[src/rtl/rtc_read_sequencer_pkg.sv]
// Shared definitions for the RTC read sequencer: FSM state encoding,
// sizing constants and the selector address table. The address table
// mirrors the contents of the external selector register so that
// benches can predict bus_addr for each selector index.
package rtc_read_sequencer_pkg;

    typedef enum logic [2:0] {
        ST_IDLE,
        ST_SEL,
        ST_SETTLE,
        ST_WAIT,
        ST_NEXT
    } state_t;

    localparam int unsigned N_SEL           = 4;
    localparam int unsigned DATA_W_DEFAULT  = 8;
    localparam int unsigned ADDR_W_DEFAULT  = 7;
    localparam int unsigned TIMEOUT_DEFAULT = 255;

    localparam logic [6:0] SEL_ADDR0 = 7'h00;
    localparam logic [6:0] SEL_ADDR1 = 7'h45;
    localparam logic [6:0] SEL_ADDR2 = 7'h41;
    localparam logic [6:0] SEL_ADDR3 = 7'h4A;

    function automatic logic [6:0] sel_addr(input logic [1:0] s);
        logic [6:0] a;
        case (s)
            2'd0:    a = SEL_ADDR0;
            2'd1:    a = SEL_ADDR1;
            2'd2:    a = SEL_ADDR2;
            default: a = SEL_ADDR3;
        endcase
        return a;
    endfunction

endpackage

[src/rtl/rtc_read_sequencer_timeout_counter.sv]
// rtc_timeout_counter: counts cycles spent waiting for a bus read.
//   clk, reset : system clock, synchronous active-high reset
//   clear      : zero the count (start of a new read)
//   enable     : count this cycle (waiting for bus_done)
//   expired    : high during the LIMIT-th enabled cycle since clear
module rtc_timeout_counter #(
    parameter int unsigned WIDTH = 8,
    parameter int unsigned LIMIT = 255
) (
    input  logic clk,
    input  logic reset,
    input  logic clear,
    input  logic enable,
    output logic expired
);

    logic [WIDTH-1:0] cnt;

    // The count equals the number of enabled cycles already elapsed, so
    // matching LIMIT-1 flags the final allowed cycle itself.
    assign expired = enable && (cnt == WIDTH'(LIMIT - 1));

    always_ff @(posedge clk) begin
        if (reset || clear) begin
            cnt <= '0;
        end else if (enable && !expired) begin
            cnt <= cnt + 1'b1;
        end
    end

endmodule

[src/rtl/rtc_read_sequencer.sv]
// rtc_read_sequencer: sweeps the 2-bit RTC register selector through all
// four entries, issuing one req/done bus read per entry and capturing
// each returned byte.
//   clk, reset      : system clock, synchronous active-high reset
//   start           : pulse requesting one sweep (ignored while busy)
//   selec / direc   : selector index out, registered address back
//   bus_req/addr    : read request and address to the bus-timing block
//   bus_done/rdata  : read-complete pulse and data
//   dato0..dato3    : captured bytes for entries 0..3
//   busy            : sweep in progress
//   sweep_done      : one-cycle pulse at end of sweep
//   timeout_err     : sticky, a read in the last sweep timed out
module rtc_read_sequencer
    import rtc_read_sequencer_pkg::*;
#(
    parameter int unsigned DATA_W  = DATA_W_DEFAULT,
    parameter int unsigned ADDR_W  = ADDR_W_DEFAULT,
    parameter int unsigned TIMEOUT = TIMEOUT_DEFAULT
) (
    input  logic              clk,
    input  logic              reset,
    input  logic              start,
    output logic [1:0]        selec,
    input  logic [ADDR_W-1:0] direc,
    output logic              bus_req,
    output logic [ADDR_W-1:0] bus_addr,
    input  logic              bus_done,
    input  logic [DATA_W-1:0] bus_rdata,
    output logic [DATA_W-1:0] dato0,
    output logic [DATA_W-1:0] dato1,
    output logic [DATA_W-1:0] dato2,
    output logic [DATA_W-1:0] dato3,
    output logic              busy,
    output logic              sweep_done,
    output logic              timeout_err
);

    state_t            state_q, state_d;
    logic [1:0]        idx_q, idx_d;
    logic [1:0]        selec_d;
    logic              bus_req_d;
    logic [ADDR_W-1:0] bus_addr_d;
    logic [DATA_W-1:0] dato_q [N_SEL];
    logic [DATA_W-1:0] dato_d [N_SEL];
    logic              busy_d;
    logic              sweep_done_d;
    logic              err_d;
    logic              cnt_clear;
    logic              cnt_en;
    logic              expired;

    rtc_timeout_counter #(
        .WIDTH (8),
        .LIMIT (TIMEOUT)
    ) u_timeout (
        .clk     (clk),
        .reset   (reset),
        .clear   (cnt_clear),
        .enable  (cnt_en),
        .expired (expired)
    );

    always_comb begin
        state_d      = state_q;
        idx_d        = idx_q;
        selec_d      = selec;
        bus_req_d    = bus_req;
        bus_addr_d   = bus_addr;
        dato_d       = dato_q;
        busy_d       = busy;
        sweep_done_d = 1'b0;
        err_d        = timeout_err;
        cnt_clear    = 1'b0;
        cnt_en       = 1'b0;
        case (state_q)
            ST_IDLE: begin
                if (start) begin
                    state_d = ST_SEL;
                    idx_d   = '0;
                    selec_d = '0;
                    busy_d  = 1'b1;
                    err_d   = 1'b0;
                end
            end
            ST_SEL: begin
                state_d = ST_SETTLE;
            end
            ST_SETTLE: begin
                bus_addr_d = direc;
                bus_req_d  = 1'b1;
                cnt_clear  = 1'b1;
                state_d    = ST_WAIT;
            end
            ST_WAIT: begin
                cnt_en = 1'b1;
                // done takes priority over a simultaneous expiry
                if (bus_done) begin
                    dato_d[idx_q] = bus_rdata;
                    bus_req_d     = 1'b0;
                    state_d       = ST_NEXT;
                end else if (expired) begin
                    bus_req_d = 1'b0;
                    err_d     = 1'b1;
                    state_d   = ST_NEXT;
                end
            end
            ST_NEXT: begin
                if (idx_q != 2'(N_SEL - 1)) begin
                    idx_d   = idx_q + 2'd1;
                    selec_d = idx_q + 2'd1;
                    state_d = ST_SEL;
                end else begin
                    busy_d       = 1'b0;
                    sweep_done_d = 1'b1;
                    selec_d      = '0;
                    state_d      = ST_IDLE;
                end
            end
            default: begin
                state_d = ST_IDLE;
            end
        endcase
    end

    always_ff @(posedge clk) begin
        if (reset) begin
            state_q     <= ST_IDLE;
            idx_q       <= '0;
            selec       <= '0;
            bus_req     <= 1'b0;
            bus_addr    <= '0;
            dato_q      <= '{default: '0};
            busy        <= 1'b0;
            sweep_done  <= 1'b0;
            timeout_err <= 1'b0;
        end else begin
            state_q     <= state_d;
            idx_q       <= idx_d;
            selec       <= selec_d;
            bus_req     <= bus_req_d;
            bus_addr    <= bus_addr_d;
            dato_q      <= dato_d;
            busy        <= busy_d;
            sweep_done  <= sweep_done_d;
            timeout_err <= err_d;
        end
    end

    assign dato0 = dato_q[0];
    assign dato1 = dato_q[1];
    assign dato2 = dato_q[2];
    assign dato3 = dato_q[3];

endmodule

[config.mk]
export PLATFORM = sky130hd
export DESIGN_NAME = rtc_read_sequencer
export DESIGN_NICKNAME = d
export VERILOG_FILES = /design/src/rtl/rtc_read_sequencer_pkg.sv /design/src/rtl/rtc_read_sequencer_timeout_counter.sv /design/src/rtl/rtc_read_sequencer.sv
export SDC_FILE = /design/constraint.sdc
export NUM_CORES = 1
export LEC_CHECK = 0
export ABC_AREA = 1
export CAP_MARGIN = 5
export CORE_MARGIN = 2
export CORE_UTILIZATION = 45
export CTS_BUF_LIST = sky130_fd_sc_hd__clkbuf_2 sky130_fd_sc_hd__clkbuf_4 sky130_fd_sc_hd__clkbuf_8
export DETAILED_ROUTE_END_ITERATION = 16
export GPL_ROUTABILITY_DRIVEN = 1
export GPL_TIMING_DRIVEN = 0
export HOLD_SLACK_MARGIN = 0.08
export PLACE_DENSITY_LB_ADDON = 0.3
export SYNTH_ARGS = -nofsm -noshare
export SYNTH_HDL_FRONTEND = slang
export SYNTH_SLANG_ARGS = --single-unit
[constraint.sdc]
create_clock -name clk -period 1.2 [get_ports clk]
set_input_delay 0.24 -clock clk [delete_from_list [all_inputs] [get_ports clk]]
set_output_delay 0.24 -clock clk [all_outputs]
set_load 0.03 [all_outputs]
==> results of run 1 <==
[routing by layer]
layer  track usage (%)  up-vias  wire, microns
met5                 0        -              0
met1              26.5     1155           2840
met2              36.6       76           3900
met3              4.50       28            337
met4              13.1        0            292
li1                  -     1192              -
[cells by family after synthesis]
kind of cell | synth area share, %
AND/OR/NAND/NOR | 27.8
XOR/XNOR | 1.12
AO/OA/AOI/OAI | 12.5
buffers and inverters | 6.06
adder cells (fa/ha/maj) | 3.19
flip-flops | 49.4
[final cells by class]
class | instances | area [sq um] | share of cell area [%]
Multi-Input combinational cell | 220 | 1320 | 36.7
Clock inverter | 4 | 48.8 | 1.36
Inverter | 28 | 155 | 4.34
Timing Repair Buffer | 86 | 599 | 16.7
Clock buffer | 12 | 165 | 4.62
Tap cell | 70 | 87.6 | 2.45
Buffer | 5 | 20.0 | 0.559
Sequential cell | 58 | 1190 | 33.2
[timing repair]
| action | CTS | global route |
|---|---|---|
| gates cloned | 0 | 1 |
| hold buffers | 0 | 0 |
| setup buffers | 10 | 14 |
| endpoints found under the setup margin | 92 | 49 |
| pin swaps | 7 | 23 |
| gates resized for setup | 266 | 78 |
[sequential cells by signal (all words and copies together), names as in the netlist]
name	count
bus_addr	7
bus_req	1
busy	1
dato0	8
dato1	8
dato2	8
dato3	8
idx_q	2
selec	2
state_q	3
sweep_done	1
timeout_err	1
u_timeout.cnt	8
[power groups by stage]
stage	registers (W)	logic [W]	clock network (W)
finish	0.00210	0.00102	0.00191
detailed placement	0.00213	0.000745	0
floorplan	0.00226	0.000316	0
global placement	0.00212	0.000732	0
CTS	0.00210	0.000758	0.00193
global route	0.00211	0.00108	0.00203
[per-stage QoR]
step,hold WS [ns],total power [W],worst slack [ns]
2_1_floorplan,0.375,0.00258,0.00181
3_3_place_gp,0.441,0.00285,-0.243
3_5_place_dp,0.439,0.00287,-0.281
4_1_cts,0.193,0.00479,-0.0428
5_1_grt,0.214,0.00521,-0.216
6_report,0.194,0.00503,-0.174
[worst paths after layout]
check	endpoint	slack, ns	depth (start not counted)
hold reg to reg	busy	0.47	2
setup / recovery	state_q[0]	-0.17	8
setup reg to reg	state_q[0]	-0.17	8
hold / removal	idx_q[0]	0.19	2
[critical path, delay by kind of cell (launching register included)]
| kind | cells | cell delay, ns |
|---|---|---|
| AND/OR/NAND/NOR | 3 | 0.37 |
| AO/OA/AOI/OAI | 1 | 0.07 |
| flip-flops | 1 | 0.36 |
| buffers and inverters | 4 | 0.46 |
[layout by cell type (no fill, tap or decap), types with 2 or more instances in the layout]
cell type,netlist,final
clkinv_4,3,3
ha_1,6,3
inv_8,0,2
clkdlybuf4s50_1,0,17
nand2_2,3,3
inv_4,1,3
dfxtp_1,58,47
dfxtp_4,0,5
clkinv_2,0,2
a21oi_1,16,10
nor2_1,89,83
nand2_1,36,27
buf_6,0,5
nand3_2,0,3
nand3_1,13,6
nand2_8,0,3
ha_2,0,2
xor2_1,2,2
nand2_4,4,11
nor2_4,2,5
o21ai_2,1,8
nor2_2,1,4
o21ai_1,0,23
a21oi_2,0,6
o21ai_0,41,11
nand4_1,3,3
buf_2,1,45
clkbuf_8,0,12
clkbuf_1,3,3
dfxtp_2,0,6
nand3_4,0,4
inv_1,22,18
buf_4,0,19
==> qor.txt, run 1 <==
Pre-antenna DRT Iters: 4
setup TNS: -1.70 ns
Yosys cell types: 23
ant diodes: 0
Routed wire per std cell: 15.2 microns
Remaining DRCs: 0
Synth Area per Inst: 7.59 sq um
worst hold-check path type: in -> reg
fin nets: 433
fillcell total: 419
Site Rows: 26
Slowest-stage cell, CP: dfxtp_4
first-pass GRT wire length: 10.1 mm
CP Max Fanout: 6
Final Util: 70.5%
number of flops mapped to enable cells by yosys: 0
CP arrival: 1.61 ns
most numerous cell on the critical path: inv_1
Starting DRT DRC Count: 155
CTS tree: yes
normalized max-slew margin: 64.2%
nature of the critical path startpoint: register
CP peak stage delay: 0.36 ns
P&R area growth vs syn: 52.1%
Synthesized Nets: 335
Die Footprint: 5820 sq um
Int Power: 0.00355 W
global route overflow: 0
share of cells above drive strength 1: 38.0%
CTS Buffer Depth: 2
Worst Setup SP: state_q[1]
kind of end point of the critical path: register
Hold Vio Cnt, Final: 0
Finished Cell Area: 3580 sq um
Seq/Total Area, Yosys: 49.4%
Synth area leader: dfxtp_1
min-delay src: reset
Post-synth top cells: nor2_1, dfxtp_1, o21ai_0, nand2_1, inv_1
final setup vio count: 31
antenna viol nets, final: 0
Post-Synthesis Cells: 310
die height: 76.3 microns
Skew-Pair Late Insertion Delay: 0.34 ns
Slew @ Worst Pin: 0.537 ns
clock-pin slew on the worst setup and hold paths: 0.06 ns
H-Tree Depth: 3
core area: 5070 sq um
vias: 2451
result of the run: complete, but fails checks
routed vias/inst: 5.07
post-synth top area share: 49.4%
non-filler cells, final: 483
Seq pwr share: 41.7%
Initial Util: 46.4%
crit-path cells: buf_4, nor2_4, buf_6, nand3_2, inv_1, o21ai_2, nand2_1, inv_1
Final GP Congestion: 0.802
CTS buffer count: 9
R2R Path Start: state_q[1]
final period utilization: 114%
Max-Cap Viols: 0
Die Wd: 76.3 microns
Post-DP HPWL: 4.16 mm
Post-synth ARST share: 0%
fmax: 728 MHz
DRT Wirelength: 7.36 mm
Max IR drop VDD: 0.852 mV
Data required, critical path: 1.43 ns
clock sinks: 58
Final WS setup: -0.174 ns
Lkg Pwr: 1.63 nW
RSZ-0062 raised after global routing: yes
Port Buf Inserts: 62
initial antenna violation count: 0
placed cell count: 442
Clock Power Share: 38.0%
Root Buffer: clkbuf_8
Yosys reg bits: 58
Switching Share: 29.5%
top post-synthesis cells by area: dfxtp_1, nor2_1, o21ai_0
largest net degree at the start of global routing: 11
Slew Viols, Final: 0
most frequent cell after synthesis: nor2_1
Setup CP Type: reg -> reg
net switching power: 0.00149 W
Tmin final: 1.37 ns
all-layer global routing usage: 22.1%
failing checks: setup timing
Synth Flop Type: dfxtp_1
Gate power share: 20.3%
Post-DP Area: 3070 sq um
yosys warns: 0
pwr/cell area: 1410 nW/um^2
vias in the first global route: 2181
clock skew: 0.00421 ns
Mapped Area: 2350 sq um
boundary pin count: 64
No activity file was read; power rests on OpenSTA's default activity.
==> inputs of run 2 (changes only) <==
CORE_UTILIZATION = 53   (was 45)
clock period = 1.7 ns   (was 1.2 ns; I/O delays follow)
==> run 2 against run 1 <==
- the flow now finishes without violations
- count of clock-buffer cells in the layout grew 2
- routed wire length shrank 20%
- register-to-register slack gained 0.37 ns
- sequential share of layout area grew 1.7 points
- die area shrank 14%
- worst setup slack gained 0.20 ns
- clock power shrank 27%
- final area shrank 7.1%
- critical path depth shrank 7
- sequential power shrank 30%
- hold slack gained 0.11 ns
- power shrank 33%
==> qor.txt, run 2 (same netlist as run 1, synthesis figures left out) <==
Slew Viols, Final: 0
Pre-antenna DRT Iters: 4
result of the run: finished clean
kind of end point of the critical path: primary output
pwr/cell area: 1020 nW/um^2
R2R Path Start: u_timeout.cnt[0]
clock skew: 0.00520 ns
Worst Setup SP: dato3[2]
crit-path cells: clkdlybuf4s50_1
placed cell count: 424
Die Footprint: 4990 sq um
Max-Cap Viols: 0
Data required, critical path: 1.36 ns
setup TNS: 0 ns
boundary pin count: 64
reg2reg end: u_timeout.cnt[7]
non-filler cells, final: 439
Skew-Pair Late Insertion Delay: 0.34 ns
CTS tree: yes
first-pass GRT wire length: 9.58 mm
hold buffers post-CTS: 0
worst setup path end: dato3[2]
share of cells above drive strength 1: 8.79%
initial antenna violation count: 0
setup slack, reg-to-reg: 0.20 ns
routed vias/inst: 5.15
Remaining DRCs: 0
Routed wire per std cell: 13.4 microns
FF-to-FF path depth: 9
clock-pin slew on the worst setup and hold paths: 0.06 ns
Root Buffer: clkbuf_8
CP arrival: 1.33 ns
largest net degree at the start of global routing: 11
worst hold-check path type: in -> reg
nature of the critical path startpoint: register
clock sinks: 58
Largest delay share family, worst path: buffers and inverters
setup bufs post-CTS: 0
Final WS setup: 0.0264 ns
fmax: 598 MHz
CTS Buffer Depth: 2
CP Max Fanout: 2
Lkg Pwr: 1.89 nW
vias: 2259
Starting DRT DRC Count: 110
Die Wd: 70.6 microns
antenna viol nets, final: 0
pre-CTS setup slack: 0.137 ns
final period utilization: 98.4%
global route overflow: 0
Hold Vio Cnt, Final: 0
Setup CP Type: reg -> out
Max IR drop VDD: 0.713 mV
most frequent cells in the layout: nor2_1, dfxtp_1, o21ai_0
H-Tree Depth: 3
most common cell after layout, fill and taps aside: nor2_1
Post-DP HPWL: 3.94 mm
Slowest-stage cell, CP: clkdlybuf4s50_1
fin nets: 408
P&R area growth vs syn: 41.3%
Site Rows: 24
Slew @ Worst Pin: 0.460 ns
Critical path buffers and inverters: 1
Port Buf Inserts: 62
DRT Wirelength: 5.90 mm
all-layer global routing usage: 24.5%
RSZ-0062 raised after global routing: no
CP peak stage delay: 0.67 ns
core area: 4320 sq um
Tmin final: 1.67 ns
CTS buffer count: 9
normalized max-slew margin: 69.2%
final setup vio count: 0
Initial Util: 54.4%
Final GP Congestion: 0.804
vias in the first global route: 2102
die height: 70.6 microns
CP Depth: 1
ant diodes: 0
-- run 2: worst min path at each step --
| stage | from | endpoint | depth (start not counted) |
|---|---|---|---|
| after global routing | reset | state_q[1] | 2 |
| after CTS | reset | state_q[1] | 2 |
| after global placement | timeout_err | timeout_err | 2 |
| after floorplan | u_timeout.cnt[6] | u_timeout.cnt[6] | 2 |
| final | reset | selec[1] | 2 |
| after detailed placement | timeout_err | timeout_err | 2 |
-- run 2: routing by layer --
metal	vias up	track usage [%]	share of wire (%)
met5	-	0	0
met1	1049	30.6	44
met2	57	38.9	47
met4	0	11.3	2.5
met3	14	7.41	5.6
li1	1139	-	-
-- run 2: worst register-to-register path: cells and delay by family (launching register included) --
| kind | cells | cell delay [ns] |
|---|---|---|
| adders and majority gates | 1 | 0.20 |
| DFF | 1 | 0.40 |
| buffers and inverters | 3 | 0.31 |
| AOI/OAI and AO/OA | 1 | 0.11 |
| and+or+nand+nor | 4 | 0.40 |
-- run 2: layout make-up --
| class | count | area [sq um] |
|---|---|---|
| buffer | 5 | 20.0 |
| clock inverter | 1 | 30.0 |
| tap | 52 | 65.1 |
| clock buffer | 14 | 193 |
| sequential | 58 | 1160 |
| timing repair buffer | 62 | 684 |
| inverter | 28 | 123 |
| fill | 337 | 1000 |
| multi-input combinational | 219 | 1050 |
-- run 2: timing repair --
action                                  CTS  global route
pin swaps                                 0             0
endpoints found under the setup margin    9            35
endpoints found under the hold margin     0             0
resized for setup                         9            31
-- run 2: metrics by stage --
| step | instance area, sq um | power, W | hold slack [ns] | util (%) |
|---|---|---|---|---|
| 3_5_place_dp | 3040 | 0.00202 | 0.456 | 70.3 |
| 5_1_grt | 3320 | 0.00350 | 0.312 | 76.9 |
| 4_1_cts | 3250 | 0.00339 | 0.288 | 75.1 |
| 2_1_floorplan | 2350 | 0.00182 | 0.466 | - |
| 6_report | 3320 | 0.00338 | 0.302 | 76.9 |
| 3_3_place_gp | 3040 | 0.00201 | 0.445 | 70.3 |
-- run 2: report_power, final --
group / total (W) / switching, W / internal [W] / leakage (nW)
sequential: 0.00147 / 0.0000433 / 0.00143 / 0.470
clock: 0.00139 / 0.000524 / 0.000869 / 0.115
combinational: 0.000512 / 0.000322 / 0.000190 / 1.31
